===== config.mk =====
export PLATFORM = sky130hd
export DESIGN_NAME = lab4d_serial_arbiter_flat
export DESIGN_NICKNAME = d
export VERILOG_FILES = /design/src/rtl/lab4d_pkg.sv /design/src/rtl/lab4d_serial_arbiter_if.sv /design/src/rtl/lab4d_serial_shifter.sv /design/src/rtl/lab4d_serial_arbiter.sv /design/src/flat_wrapper.sv
export SDC_FILE = /design/constraint.sdc
export NUM_CORES = 1
export LEC_CHECK = 0
export BUFFER_PORTS_ARGS = -buffer_cell sky130_fd_sc_hd__buf_2
export CAP_MARGIN = 20
export CELL_PAD_IN_SITES_DETAIL_PLACEMENT = 1
export CELL_PAD_IN_SITES_GLOBAL_PLACEMENT = 1
export CORE_MARGIN = 2
export CORE_UTILIZATION = 39
export DETAILED_ROUTE_END_ITERATION = 10
export MAX_ROUTING_LAYER = met4
export PLACE_DENSITY = 0.86
export SLEW_MARGIN = 0
export SYNTH_ARGS = -nofsm -noshare
export SYNTH_HDL_FRONTEND = slang
export SYNTH_SLANG_ARGS = --single-unit

===== constraint.sdc =====
create_clock -name clk_i -period 4.4 [get_ports clk_i]
set_input_delay 0.88 -clock clk_i [delete_from_list [all_inputs] [get_ports clk_i]]
set_output_delay 0.88 -clock clk_i [all_outputs]
set_load 0.005 [all_outputs]

===== src/rtl/lab4d_pkg.sv =====
// rtl/lab4d_pkg.sv - shared constants, state encodings and lane helpers for the LAB4D serial arbiter
// Purpose: chip count, word length, broadcast select code, default test-pattern
//          address, FSM encodings and select-decode helpers.
// Optional feature macro used by this slice: LAB4D_SHOUT_READBACK_EN
package lab4d_pkg;

  localparam int          NUM_LAB       = 12;
  localparam int          WORD_BITS     = 24;
  localparam logic [3:0]  LAB_SEL_BCAST = 4'hF;
  localparam logic [11:0] TP_ADDR_DEF   = 12'h000;

  typedef enum logic [2:0] {
    ARB_IDLE   = 3'd0,
    ARB_LOAD   = 3'd1,
    ARB_RUN    = 3'd2,
    ARB_DONE   = 3'd3,
    ARB_REJECT = 3'd4
  } arb_state_t;

  typedef enum logic [2:0] {
    SH_IDLE  = 3'd0,
    SH_SLO   = 3'd1,
    SH_SHI   = 3'd2,
    SH_LATCH = 3'd3,
    SH_GAP   = 3'd4
  } sh_state_t;

  // 0..NUM_LAB-1 address one chip, LAB_SEL_BCAST addresses all of them.
  function automatic logic sel_legal(input logic [3:0] sel);
    return (sel == LAB_SEL_BCAST) || (int'(sel) < NUM_LAB);
  endfunction

  function automatic logic [NUM_LAB-1:0] lane_mask(input logic [3:0] sel);
    logic [NUM_LAB-1:0] m;
    m = '0;
    if (sel == LAB_SEL_BCAST) begin
      m = '1;
    end else if (int'(sel) < NUM_LAB) begin
      m[sel] = 1'b1;
    end
    return m;
  endfunction

endpackage


===== src/rtl/lab4d_serial_arbiter_if.sv =====
// rtl/lab4d_serial_arbiter_if.sv - request/acknowledge bundle for the two LAB4D write requesters
// Purpose: groups the user-write and test-pattern handshakes.
// Ports (signals):
//   user_req/user_sel/user_word  requester -> arbiter, held until user_ack
//   user_ack/user_err            arbiter -> requester, one-cycle pulses
//   tp_req/tp_data               requester -> arbiter, held until tp_ack
//   tp_ack                       arbiter -> requester, one-cycle pulse
// Modports: master = requester side, slave = arbiter side.
interface lab4d_serial_arbiter_if;
  import lab4d_pkg::*;

  logic                 user_req;
  logic [3:0]           user_sel;
  logic [WORD_BITS-1:0] user_word;
  logic                 user_ack;
  logic                 user_err;
  logic                 tp_req;
  logic [11:0]          tp_data;
  logic                 tp_ack;

  modport master (
    output user_req, user_sel, user_word, tp_req, tp_data,
    input  user_ack, user_err, tp_ack
  );

  modport slave (
    input  user_req, user_sel, user_word, tp_req, tp_data,
    output user_ack, user_err, tp_ack
  );

endinterface


===== src/rtl/lab4d_serial_shifter.sv =====
// rtl/lab4d_serial_shifter.sv - SIN/SCLK/PCLK sequencer for one 24-bit LAB4D serial write
// Purpose: shifts word_i MSB-first with SCLK phases of H = prescale_i+1 cycles,
//          then PCLK for 2H and a quiet gap of H; optionally captures SHOUT.
// Ports:
//   clk_i, rst_n_i     clock, asynchronous active-low reset
//   start_i            one-cycle start; word_i/sel_i/prescale_i held stable by caller
//   word_i, sel_i      serial word and LAB select (15 = broadcast)
//   prescale_i         SCLK half-period minus one
//   shout_i            per-LAB serial readback
//   done_o             high in the last gap cycle
//   sin_o/sclk_o/pclk_o  per-LAB pins, unselected lanes held at 0
//   capture_o          captured SHOUT word (0 unless LAB4D_SHOUT_READBACK_EN)
module lab4d_serial_shifter
  import lab4d_pkg::*;
(
  input  logic                 clk_i,
  input  logic                 rst_n_i,
  input  logic                 start_i,
  input  logic [WORD_BITS-1:0] word_i,
  input  logic [3:0]           sel_i,
  input  logic [7:0]           prescale_i,
  input  logic [NUM_LAB-1:0]   shout_i,
  output logic                 done_o,
  output logic [NUM_LAB-1:0]   sin_o,
  output logic [NUM_LAB-1:0]   sclk_o,
  output logic [NUM_LAB-1:0]   pclk_o,
  output logic [WORD_BITS-1:0] capture_o
);

  sh_state_t          r_state;
  sh_state_t          w_next;
  logic [8:0]         r_cnt;
  logic [4:0]         r_bit;
  logic               w_phase_end;
  logic [NUM_LAB-1:0] w_mask;
  logic               w_sin;
  logic               w_sclk;
  logic               w_pclk;

  assign w_phase_end = (r_cnt == 9'd0);
  assign w_mask      = lane_mask(sel_i);

  always_ff @(posedge clk_i or negedge rst_n_i) begin
    if (!rst_n_i) begin
      r_state <= SH_IDLE;
    end else begin
      r_state <= w_next;
    end
  end

  always_comb begin
    w_next = r_state;
    case (r_state)
      SH_IDLE:  if (start_i)     w_next = SH_SLO;
      SH_SLO:   if (w_phase_end) w_next = SH_SHI;
      SH_SHI:   if (w_phase_end) w_next = (r_bit == 5'd0) ? SH_LATCH : SH_SLO;
      SH_LATCH: if (w_phase_end) w_next = SH_GAP;
      SH_GAP:   if (w_phase_end) w_next = SH_IDLE;
      default:                   w_next = SH_IDLE;
    endcase
  end

  always_comb begin
    w_sin  = 1'b0;
    w_sclk = 1'b0;
    w_pclk = 1'b0;
    case (r_state)
      SH_SLO:   w_sin  = word_i[r_bit];
      SH_SHI: begin
        w_sin  = word_i[r_bit];
        w_sclk = 1'b1;
      end
      SH_LATCH: w_pclk = 1'b1;
      default: ;
    endcase
  end

  assign done_o = (r_state == SH_GAP) && w_phase_end;
  assign sin_o  = w_mask & {NUM_LAB{w_sin}};
  assign sclk_o = w_mask & {NUM_LAB{w_sclk}};
  assign pclk_o = w_mask & {NUM_LAB{w_pclk}};

  // Phase counter counts down to 0; each phase reloads it with the length of
  // the phase being entered (H-1, or 2H-1 for the PCLK pulse).
  always_ff @(posedge clk_i or negedge rst_n_i) begin
    if (!rst_n_i) begin
      r_cnt <= '0;
      r_bit <= '0;
    end else if (r_state == SH_IDLE) begin
      r_cnt <= {1'b0, prescale_i};
      r_bit <= 5'(WORD_BITS - 1);
    end else if (w_phase_end) begin
      if (r_state == SH_SHI && r_bit == 5'd0) begin
        r_cnt <= {prescale_i, 1'b1};
      end else begin
        r_cnt <= {1'b0, prescale_i};
      end
      if (r_state == SH_SHI && r_bit != 5'd0) begin
        r_bit <= r_bit - 5'd1;
      end
    end else begin
      r_cnt <= r_cnt - 9'd1;
    end
  end

`ifdef LAB4D_SHOUT_READBACK_EN
  logic [WORD_BITS-1:0] r_cap;
  logic [3:0]           w_rb_lane;

  // Broadcast writes read back through LAB0.
  assign w_rb_lane = (sel_i == LAB_SEL_BCAST) ? 4'd0 : sel_i;

  // First SHI cycle is the one where the counter still holds its reload value.
  always_ff @(posedge clk_i or negedge rst_n_i) begin
    if (!rst_n_i) begin
      r_cap <= '0;
    end else if (r_state == SH_SHI && r_cnt == {1'b0, prescale_i}) begin
      r_cap <= {r_cap[WORD_BITS-2:0], shout_i[w_rb_lane]};
    end
  end

  assign capture_o = r_cap;
`else
  logic w_unused_shout;
  assign w_unused_shout = ^shout_i;
  assign capture_o      = '0;
`endif

endmodule


===== src/rtl/lab4d_serial_arbiter.sv =====
// rtl/lab4d_serial_arbiter.sv - round-robin arbiter sequencing serial writes into the LAB4D chips
// Purpose: grants the user-write or test-pattern requester, latches word/select/
//          prescale at grant, runs the serial shifter and returns ack/err pulses.
// Ports:
//   clk_i, rst_n_i       clock, asynchronous active-low reset
//   prescale_i           SCLK half-period minus one, sampled at grant
//   req_if (slave)       user and test-pattern request/ack handshakes
//   busy_o               high from the cycle after grant through the ack cycle
//   SIN/SCLK/PCLK        per-LAB serial pins
//   SHOUT                per-LAB serial readback
//   readback_o/_valid_o  captured SHOUT word and its update strobe
// Optional feature macro: LAB4D_SHOUT_READBACK_EN (SHOUT readback capture).
module lab4d_serial_arbiter
  import lab4d_pkg::*;
#(
  parameter logic [11:0] TP_ADDR = TP_ADDR_DEF
)
(
  input  logic                  clk_i,
  input  logic                  rst_n_i,
  input  logic [7:0]            prescale_i,
  lab4d_serial_arbiter_if.slave req_if,
  output logic                  busy_o,
  output logic [NUM_LAB-1:0]    SIN,
  output logic [NUM_LAB-1:0]    SCLK,
  output logic [NUM_LAB-1:0]    PCLK,
  input  logic [NUM_LAB-1:0]    SHOUT,
  output logic [WORD_BITS-1:0]  readback_o,
  output logic                  readback_valid_o
);

  arb_state_t           r_state;
  arb_state_t           w_next;
  logic [WORD_BITS-1:0] r_word;
  logic [3:0]           r_sel;
  logic [7:0]           r_p;
  logic                 r_last_tp;
  logic                 r_post_ack;
  logic                 w_user_req;
  logic                 w_tp_req;
  logic                 w_grant_user;
  logic                 w_grant_tp;
  logic                 w_start;
  logic                 w_sh_done;
  logic [WORD_BITS-1:0] w_cap;

  // A requester may still hold req in the cycle right after its ack, so the
  // one just served is ignored for that single cycle.
  assign w_user_req   = req_if.user_req & ~(r_post_ack & ~r_last_tp);
  assign w_tp_req     = req_if.tp_req   & ~(r_post_ack &  r_last_tp);
  assign w_grant_user = w_user_req & (~w_tp_req | r_last_tp);
  assign w_grant_tp   = w_tp_req & ~w_grant_user;

  always_ff @(posedge clk_i or negedge rst_n_i) begin
    if (!rst_n_i) begin
      r_state <= ARB_IDLE;
    end else begin
      r_state <= w_next;
    end
  end

  always_comb begin
    w_next = r_state;
    case (r_state)
      ARB_IDLE: begin
        if (w_grant_user) begin
          w_next = sel_legal(req_if.user_sel) ? ARB_LOAD : ARB_REJECT;
        end else if (w_grant_tp) begin
          w_next = ARB_LOAD;
        end
      end
      ARB_LOAD:   w_next = ARB_RUN;
      ARB_RUN:    if (w_sh_done) w_next = ARB_DONE;
      ARB_DONE:   w_next = ARB_IDLE;
      ARB_REJECT: w_next = ARB_IDLE;
      default:    w_next = ARB_IDLE;
    endcase
  end

  always_comb begin
    busy_o          = (r_state != ARB_IDLE);
    w_start         = (r_state == ARB_LOAD);
    req_if.user_ack = ((r_state == ARB_DONE) && !r_last_tp) || (r_state == ARB_REJECT);
    req_if.user_err = (r_state == ARB_REJECT);
    req_if.tp_ack   = (r_state == ARB_DONE) && r_last_tp;
  end

  always_ff @(posedge clk_i or negedge rst_n_i) begin
    if (!rst_n_i) begin
      r_word     <= '0;
      r_sel      <= '0;
      r_p        <= '0;
      r_last_tp  <= 1'b1;
      r_post_ack <= 1'b0;
    end else begin
      r_post_ack <= (r_state == ARB_DONE) || (r_state == ARB_REJECT);
      if (r_state == ARB_IDLE) begin
        if (w_grant_user) begin
          r_word    <= req_if.user_word;
          r_sel     <= req_if.user_sel;
          r_p       <= prescale_i;
          r_last_tp <= 1'b0;
        end else if (w_grant_tp) begin
          r_word    <= {TP_ADDR, req_if.tp_data};
          r_sel     <= LAB_SEL_BCAST;
          r_p       <= prescale_i;
          r_last_tp <= 1'b1;
        end
      end
    end
  end

  lab4d_serial_shifter u_shifter (
    .clk_i      (clk_i),
    .rst_n_i    (rst_n_i),
    .start_i    (w_start),
    .word_i     (r_word),
    .sel_i      (r_sel),
    .prescale_i (r_p),
    .shout_i    (SHOUT),
    .done_o     (w_sh_done),
    .sin_o      (SIN),
    .sclk_o     (SCLK),
    .pclk_o     (PCLK),
    .capture_o  (w_cap)
  );

`ifdef LAB4D_SHOUT_READBACK_EN
  logic [WORD_BITS-1:0] r_readback;

  // Loaded on the edge into DONE so it is valid alongside the ack.
  always_ff @(posedge clk_i or negedge rst_n_i) begin
    if (!rst_n_i) begin
      r_readback <= '0;
    end else if (r_state == ARB_RUN && w_sh_done) begin
      r_readback <= w_cap;
    end
  end

  assign readback_o       = r_readback;
  assign readback_valid_o = (r_state == ARB_DONE);
`else
  logic w_unused_cap;
  assign w_unused_cap     = ^w_cap;
  assign readback_o       = '0;
  assign readback_valid_o = 1'b0;
`endif

endmodule


===== src/flat_wrapper.sv =====
// flat-port wrapper written by rule: the top's interface ports become plain ports
module lab4d_serial_arbiter_flat import lab4d_pkg::*;
#(
  parameter logic [11:0] TP_ADDR = TP_ADDR_DEF
)
  (clk_i, rst_n_i, prescale_i, busy_o, SIN, SCLK, PCLK, SHOUT, readback_o, readback_valid_o, req_if_user_req, req_if_user_sel, req_if_user_word, req_if_tp_req, req_if_tp_data, req_if_user_ack, req_if_user_err, req_if_tp_ack);
  lab4d_serial_arbiter_if req_if_i ();
  input  logic clk_i;
  input  logic rst_n_i;
  input  logic [7:0] prescale_i;
  output logic busy_o;
  output logic [NUM_LAB-1:0] SIN;
  output logic [NUM_LAB-1:0] SCLK;
  output logic [NUM_LAB-1:0] PCLK;
  input  logic [NUM_LAB-1:0] SHOUT;
  output logic [WORD_BITS-1:0] readback_o;
  output logic readback_valid_o;
  input wire logic [$bits(req_if_i.user_req)-1:0] req_if_user_req;
  input wire logic [$bits(req_if_i.user_sel)-1:0] req_if_user_sel;
  input wire logic [$bits(req_if_i.user_word)-1:0] req_if_user_word;
  input wire logic [$bits(req_if_i.tp_req)-1:0] req_if_tp_req;
  input wire logic [$bits(req_if_i.tp_data)-1:0] req_if_tp_data;
  output wire logic [$bits(req_if_i.user_ack)-1:0] req_if_user_ack;
  output wire logic [$bits(req_if_i.user_err)-1:0] req_if_user_err;
  output wire logic [$bits(req_if_i.tp_ack)-1:0] req_if_tp_ack;
  assign req_if_i.user_req = req_if_user_req;
  assign req_if_i.user_sel = req_if_user_sel;
  assign req_if_i.user_word = req_if_user_word;
  assign req_if_i.tp_req = req_if_tp_req;
  assign req_if_i.tp_data = req_if_tp_data;
  assign req_if_user_ack = req_if_i.user_ack;
  assign req_if_user_err = req_if_i.user_err;
  assign req_if_tp_ack = req_if_i.tp_ack;
  lab4d_serial_arbiter #(.TP_ADDR(TP_ADDR)) u_core (.clk_i(clk_i), .rst_n_i(rst_n_i), .prescale_i(prescale_i), .req_if(req_if_i), .busy_o(busy_o), .SIN(SIN), .SCLK(SCLK), .PCLK(PCLK), .SHOUT(SHOUT), .readback_o(readback_o), .readback_valid_o(readback_valid_o));
endmodule

==> results_dict.tcl, run 1 <==
set metrics [dict create \
    holdBufCountCts 0 \
    leakagePower_nw 2.07 \
    peakVddDrop_v 0.000191 \
    cts_num_sinks 58 \
    synth_edf_count 0 \
    portBuffers 91 \
    rsz0062_at_grt "no" \
    crit_fanout 13 \
    drt_wl_total_um 8530 \
    worstSetupEndpointType "output pin" \
    vias 2964 \
    worst_slew_pin_slew_ns 0.890 \
    grt_pass1_wl_um 14600 \
    clockPowerShare_pct 44.1 \
    die_area_um2 9710 \
    ys_seq_elements 58 \
    place_congestion 0.837 \
    synth_area_um2 3480 \
    switching_share_pct 24.0 \
    wl_met1_um 3710 \
    critPathKind "reg -> out" \
    maxCapViolCount 0 \
    p_total_mw 1.09 \
    htreeDepth 3 \
    synth_cell_types 60 \
    hold_class "reg -> reg" \
    root_buffer "clkbuf_8" \
    avgViaCountPerCell 5.14 \
    final-hold-violation-count 0 \
    ys_warn_count 0 \
    grt_max_degree 46 \
    p_per_area_nw_per_um2 268 \
    grt_pass1_vias 3058 \
    cts_tree "built" \
    post-route-drc-count 0 \
    finalMaxSlewViolations 0 \
    drt_first_iter_violations 183 \
    pwr-share-comb_pct 6.1 \
    top_layer "met4" \
    dp.cells 561 \
    required_ns 3.52 \
    cts_buffer_depth 2 \
    synthFlopType "dfrtp_1" \
    whs_ns 0.476 \
    die_h_um 98.5 \
    grtUsageTotal_pct 18.9 \
    hpwlAfterDp_um 6470 \
    slew-limit-headroom_pct 40.5 \
    skew_ns 0.00641 \
    min_period_ns 3.72 \
    avgSynthCellArea_um2 9.10 \
    async_flop_share_pct 100 \
    met2_length_um 4270 \
    start_util_pct 40.2 \
    n_antenna_cell 0 \
    ant_nets 0 \
    antenna_found_initial 0 \
    io-pin-count 129 \
    tns_ns 0 \
    cts_buffers 9 \
    post_cts_buffers 0 \
    syn_inst 383 \
    fin_nets 530 \
    clock_latency_ns 0.33 \
    clk_pin_slew_worst_paths_ns 0.06 \
    drive_gt1_share_pct 28.1 \
    chipWidth_um 98.5 \
    fmaxAchievable_ghz 0.269 \
    start_kind "flip-flop" \
    synth-seq-area-share_pct 41.7 \
    p_int_mw 0.827 \
    post_drt_wl_per_cell_um 14.8 \
    grt_remaining_overflow 0 \
    wl_met3_um 441 \
    final_cells 577 \
    core_um2 8680 \
    syn_to_final_growth_pct 16.4 \
    report.final.setup_viol 0 \
    cp.arrival_ns 2.84 \
    seqPwrFrac_pct 49.8 \
    status "finished clean" \
    switchingPower_mw 0.261 \
    firstDrtPassIters 4 \
    row_count 34 \
    post_cts_resized 0 \
    fin_crit_sh_pct 84.5 \
]
## final cells by class
cell class,count,area (um2)
Clock inverter,7,70.1
Timing Repair Buffer,94,478
Tap cell,108,135
Clock buffer,9,124
Inverter,11,41.3
Fill cell,1051,4620
Multi-Input combinational cell,290,1760
Sequential cell,58,1450
## routing by layer
| layer | up-vias | GRT usage [%] |
|---|---|---|
| li1 | 1443 | - |
| met1 | 1415 | 22.5 |
| met2 | 99 | 32.4 |
| met3 | 7 | 3.69 |
| met4 | 0 | 5.90 |
| met5 | - | - |
## kinds of logic after synthesis
logic type / synth area share [%]
xor gates and xnor gates: 3.52
other: 0.108
muxes: 7.94
DFF: 41.7
buffers and inverters: 10.7
AOI/OAI and AO/OA: 15.1
and+or+nand+nor: 20.3
adders and majority gates: 0.718
## registers in the layout, indices dropped and copies added (netlist names)
| register | count |
|---|---|
| u_core.u_shifter.r_cnt | 9 |
| u_core.r_state | 3 |
| u_core.r_sel | 4 |
| u_core.r_word | 24 |
| u_core.r_post_ack | 1 |
| u_core.r_last_tp | 1 |
| u_core.r_p | 8 |
| u_core.u_shifter.r_bit | 5 |
| u_core.u_shifter.r_state | 3 |
## power by group through the flow
stage	clock network [mW]	logic [mW]	registers (mW)
after detailed placement	0	0.0676	0.551
after global routing	0.516	0.0758	0.542
final	0.480	0.0665	0.542
after floorplan	0	0.0435	0.550
after global placement	0	0.0647	0.551
after CTS	0.492	0.0677	0.541
## layout by cell type (no fill, tap or decap), types with 9 or more instances in the layout
master / count
xnor2_1: 12
nor2_1: 46
inv_1: 11
conb_1: 25
dfrtp_1: 57
nand2_1: 49
nor2_2: 9
nor3_1: 10
nand3_1: 10
a22o_1: 12
o21ai_0: 25
mux2i_1: 19
buf_2: 91
a21oi_1: 11
clkbuf_8: 9
## stage by stage
stage	setup WS (ns)	utilization (%)	instance area (um2)
2_1_floorplan	1.62	-	3570
3_3_place_gp	1.10	44.5	3860
3_5_place_dp	1.02	44.5	3860
4_1_cts	0.643	46.8	4060
5_1_grt	0.542	46.8	4060
6_report	0.680	46.8	4060
## cells in the mapped netlist (3+ instances only)
cell type / n / area [um2]
nor3_1: 10 / 50.1
dfrtp_1: 57 / 1430
nand3_1: 10 / 50.1
nor2_1: 46 / 173
buf_6: 6 / 67.6
nor3b_1: 3 / 22.5
mux2i_1: 19 / 190
buf_4: 28 / 210
xnor2_1: 12 / 105
clkbuf_1: 14 / 52.6
o22a_1: 4 / 35.0
nor2_2: 9 / 56.3
inv_1: 11 / 41.3
o22ai_1: 5 / 31.3
o21ai_0: 25 / 125
a22o_1: 12 / 105
a21oi_1: 11 / 55.1
nand2_1: 49 / 184
and3_1: 3 / 18.8
## worst paths after layout
| kind | start | slack [ns] | endpoint | cells after the start |
|---|---|---|---|---|
| setup / recovery | u_core.u_shifter.r_bit[0] | 0.68 | SIN[0] | 6 |
| hold / removal | u_core.r_word[7] | 0.48 | u_core.r_word[7] | 2 |
| setup reg to reg | u_core.u_shifter.r_bit[0] | 1.82 | u_core.u_shifter.r_cnt[7] | 7 |
| hold reg to reg | u_core.r_word[7] | 0.48 | u_core.r_word[7] | 2 |
| max in group asynchronous | rst_n_i | 2.94 | u_core.r_last_tp | 2 |
| min in group asynchronous | rst_n_i | 0.58 | u_core.r_word[5] | 1 |
## worst max-delay path, cell delays in order, from the launching register on
cell	delay, ns
dfrtp_1	0.72
mux2i_1	0.18
mux4_2	0.53
a2111oi_4	0.37
nand3_2	0.37
nor2_1	0.20
buf_2	0.13
No activity file was read; power rests on OpenSTA's default activity.
==> run 2, diff against run 1 <==
Settings changed: CORE_UTILIZATION 39 to 36, PLACE_DENSITY 0.86 to 0.81.
Clock period 4.4 ns to 3.46 ns, I/O delays scaled along.
==> run 2 against run 1 <==
Total power up 36%. Count of clock-buffer cells in the layout grew 5. Non-clock buffer count increased by 2. Critical path depth increased by 1. Setup slack got worse by 0.42 ns. Largest cell class unchanged. Die area grew 8.0%. Hold slack worse by 0.14 ns. Register-to-register slack worse by 0.92 ns. Utilization is 2.4 points lower. Flip-flop and latch count is the same.
==> results_dict.tcl, run 2 (synthesis results as in run 1) <==
set metrics [dict create \
    slew-limit-headroom_pct 40.8 \
    grt_max_degree 46 \
    worstSetupEndpointType "output pin" \
    fin_crit_sh_pct 92.5 \
    die_area_um2 10500 \
    post_cts_resized 1 \
    finalMaxSlewViolations 0 \
    critPathKind "reg -> out" \
    final_cell_mix "buf_2 (91), dfrtp_1 (56), nand2_1 (49)" \
    switching_share_pct 21.1 \
    antenna_found_initial 0 \
    p_per_area_nw_per_um2 358 \
    portBuffers 91 \
    largest_reg_flops 24 \
    die_h_um 102 \
    top_register "u_core.r_word" \
    maxCapViolCount 0 \
    avgViaCountPerCell 4.97 \
    syn_to_final_growth_pct 18.7 \
    hpwlAfterDp_um 6660 \
    hold_class "in -> async" \
    drt_wl_total_um 8770 \
    vias 2984 \
    switchingPower_mw 0.313 \
    cp.arrival_ns 2.51 \
    layout_commonest_cell "buf_2" \
    timing.rr.start "u_core.u_shifter.r_bit[0]" \
    start_util_pct 37.4 \
    required_ns 2.77 \
    holdBufCountCts 0 \
    drt_first_iter_violations 140 \
    grtUsageTotal_pct 18.0 \
    leakagePower_nw 2.10 \
    cts_tree "built" \
    start_kind "flip-flop" \
    crit_fanout 12 \
    drive_gt1_share_pct 28.0 \
    peakVddDrop_v 0.000207 \
    clock_latency_ns 0.33 \
    cts_num_sinks 58 \
    worst_slew_pin_slew_ns 0.884 \
    critical_path.startpoint "u_core.u_shifter.r_bit[0]" \
    fin_nets 532 \
    post-route-drc-count 0 \
    place_congestion 0.846 \
    whs_ns 0.333 \
    core_um2 9330 \
    io-pin-count 129 \
    skew_ns 0.00715 \
    cts_buffers 9 \
    reg_top3 "u_core.r_word (24), u_core.u_shifter.r_cnt (9), u_core.r_p (8)" \
    seqPwrFrac_pct 46.4 \
    final-hold-violation-count 0 \
    p_int_mw 1.17 \
    row_count 35 \
    report.final.setup_viol 0 \
    grt_pass1_vias 2960 \
    post_cts_buffers 0 \
    clockPowerShare_pct 47.9 \
    tns_ns 0 \
    clk_pin_slew_worst_paths_ns 0.06 \
    htreeDepth 3 \
    status "finished clean" \
    root_buffer "clkbuf_8" \
    rsz0062_at_grt "no" \
    cts_buffer_depth 2 \
    chipWidth_um 102 \
    post_drt_wl_per_cell_um 14.6 \
    n_antenna_cell 0 \
    fmaxAchievable_ghz 0.312 \
    grt_pass1_wl_um 14300 \
    firstDrtPassIters 4 \
    min_period_ns 3.20 \
    pwr-share-comb_pct 5.7 \
    ant_nets 0 \
    grt_remaining_overflow 0 \
]
[run 2: path summary, 6_finish.rpt]
path	endpoint	slack, ns	depth (start not counted)
max	SIN[0]	0.26	7
min	u_core.r_word[5]	0.33	1
max reg2reg	u_core.u_shifter.r_cnt[7]	0.90	8
min reg2reg	u_core.r_word[2]	0.48	2
max in group asynchronous	u_core.u_shifter.r_bit[0]	2.27	2
min in group clk_i	u_core.r_word[2]	0.48	2
[run 2: critical path, stage by stage, from the launching register on]
cell,delay (ns)
dfrtp_2,0.52
buf_4,0.19
and2b_2,0.21
a2111oi_0,0.59
o31ai_1,0.21
nand3_4,0.25
nor2_1,0.07
buf_2,0.13
[run 2: power by group through the flow]
stage | clock (mW) | sequential (mW) | combinational (mW)
6_report | 0.710 | 0.689 | 0.0843
5_1_grt | 0.752 | 0.689 | 0.0980
4_1_cts | 0.719 | 0.689 | 0.0856
3_5_place_dp | 0 | 0.701 | 0.0851
3_3_place_gp | 0 | 0.701 | 0.0825
2_1_floorplan | 0 | 0.700 | 0.0554
[run 2: cell type report]
type                    count  area, um2
clock buffers              14        163
clock inverters             2       60.1
fillers                  1135       5190
inverters                  11       41.3
multi-input cells         290       1760
flip-flops and latches     58       1450
well taps                 129        161
repair buffers             96        493
[run 2: metrics by stage]
stage	setup WS, ns	std cells	power, mW	utilization, %	instance area (um2)
6_report	0.258	600	1.48	44.3	4140
3_5_place_dp	0.367	584	0.786	41.9	3910
4_1_cts	0.126	600	1.49	44.3	4130
5_1_grt	0.0708	600	1.54	44.3	4140
3_3_place_gp	0.393	584	0.783	41.9	3910
2_1_floorplan	0.869	407	0.755	-	3570
[run 2: layer usage]
metal  vias to the layer above  global-route usage (%)  wire length, um
li1                       1442                       -                -
met1                      1422                    21.4             3670
met2                       107                    30.7             4460
met3                        13                    4.31              514
met4                         0                    4.92              123
met5                         -                       -                0
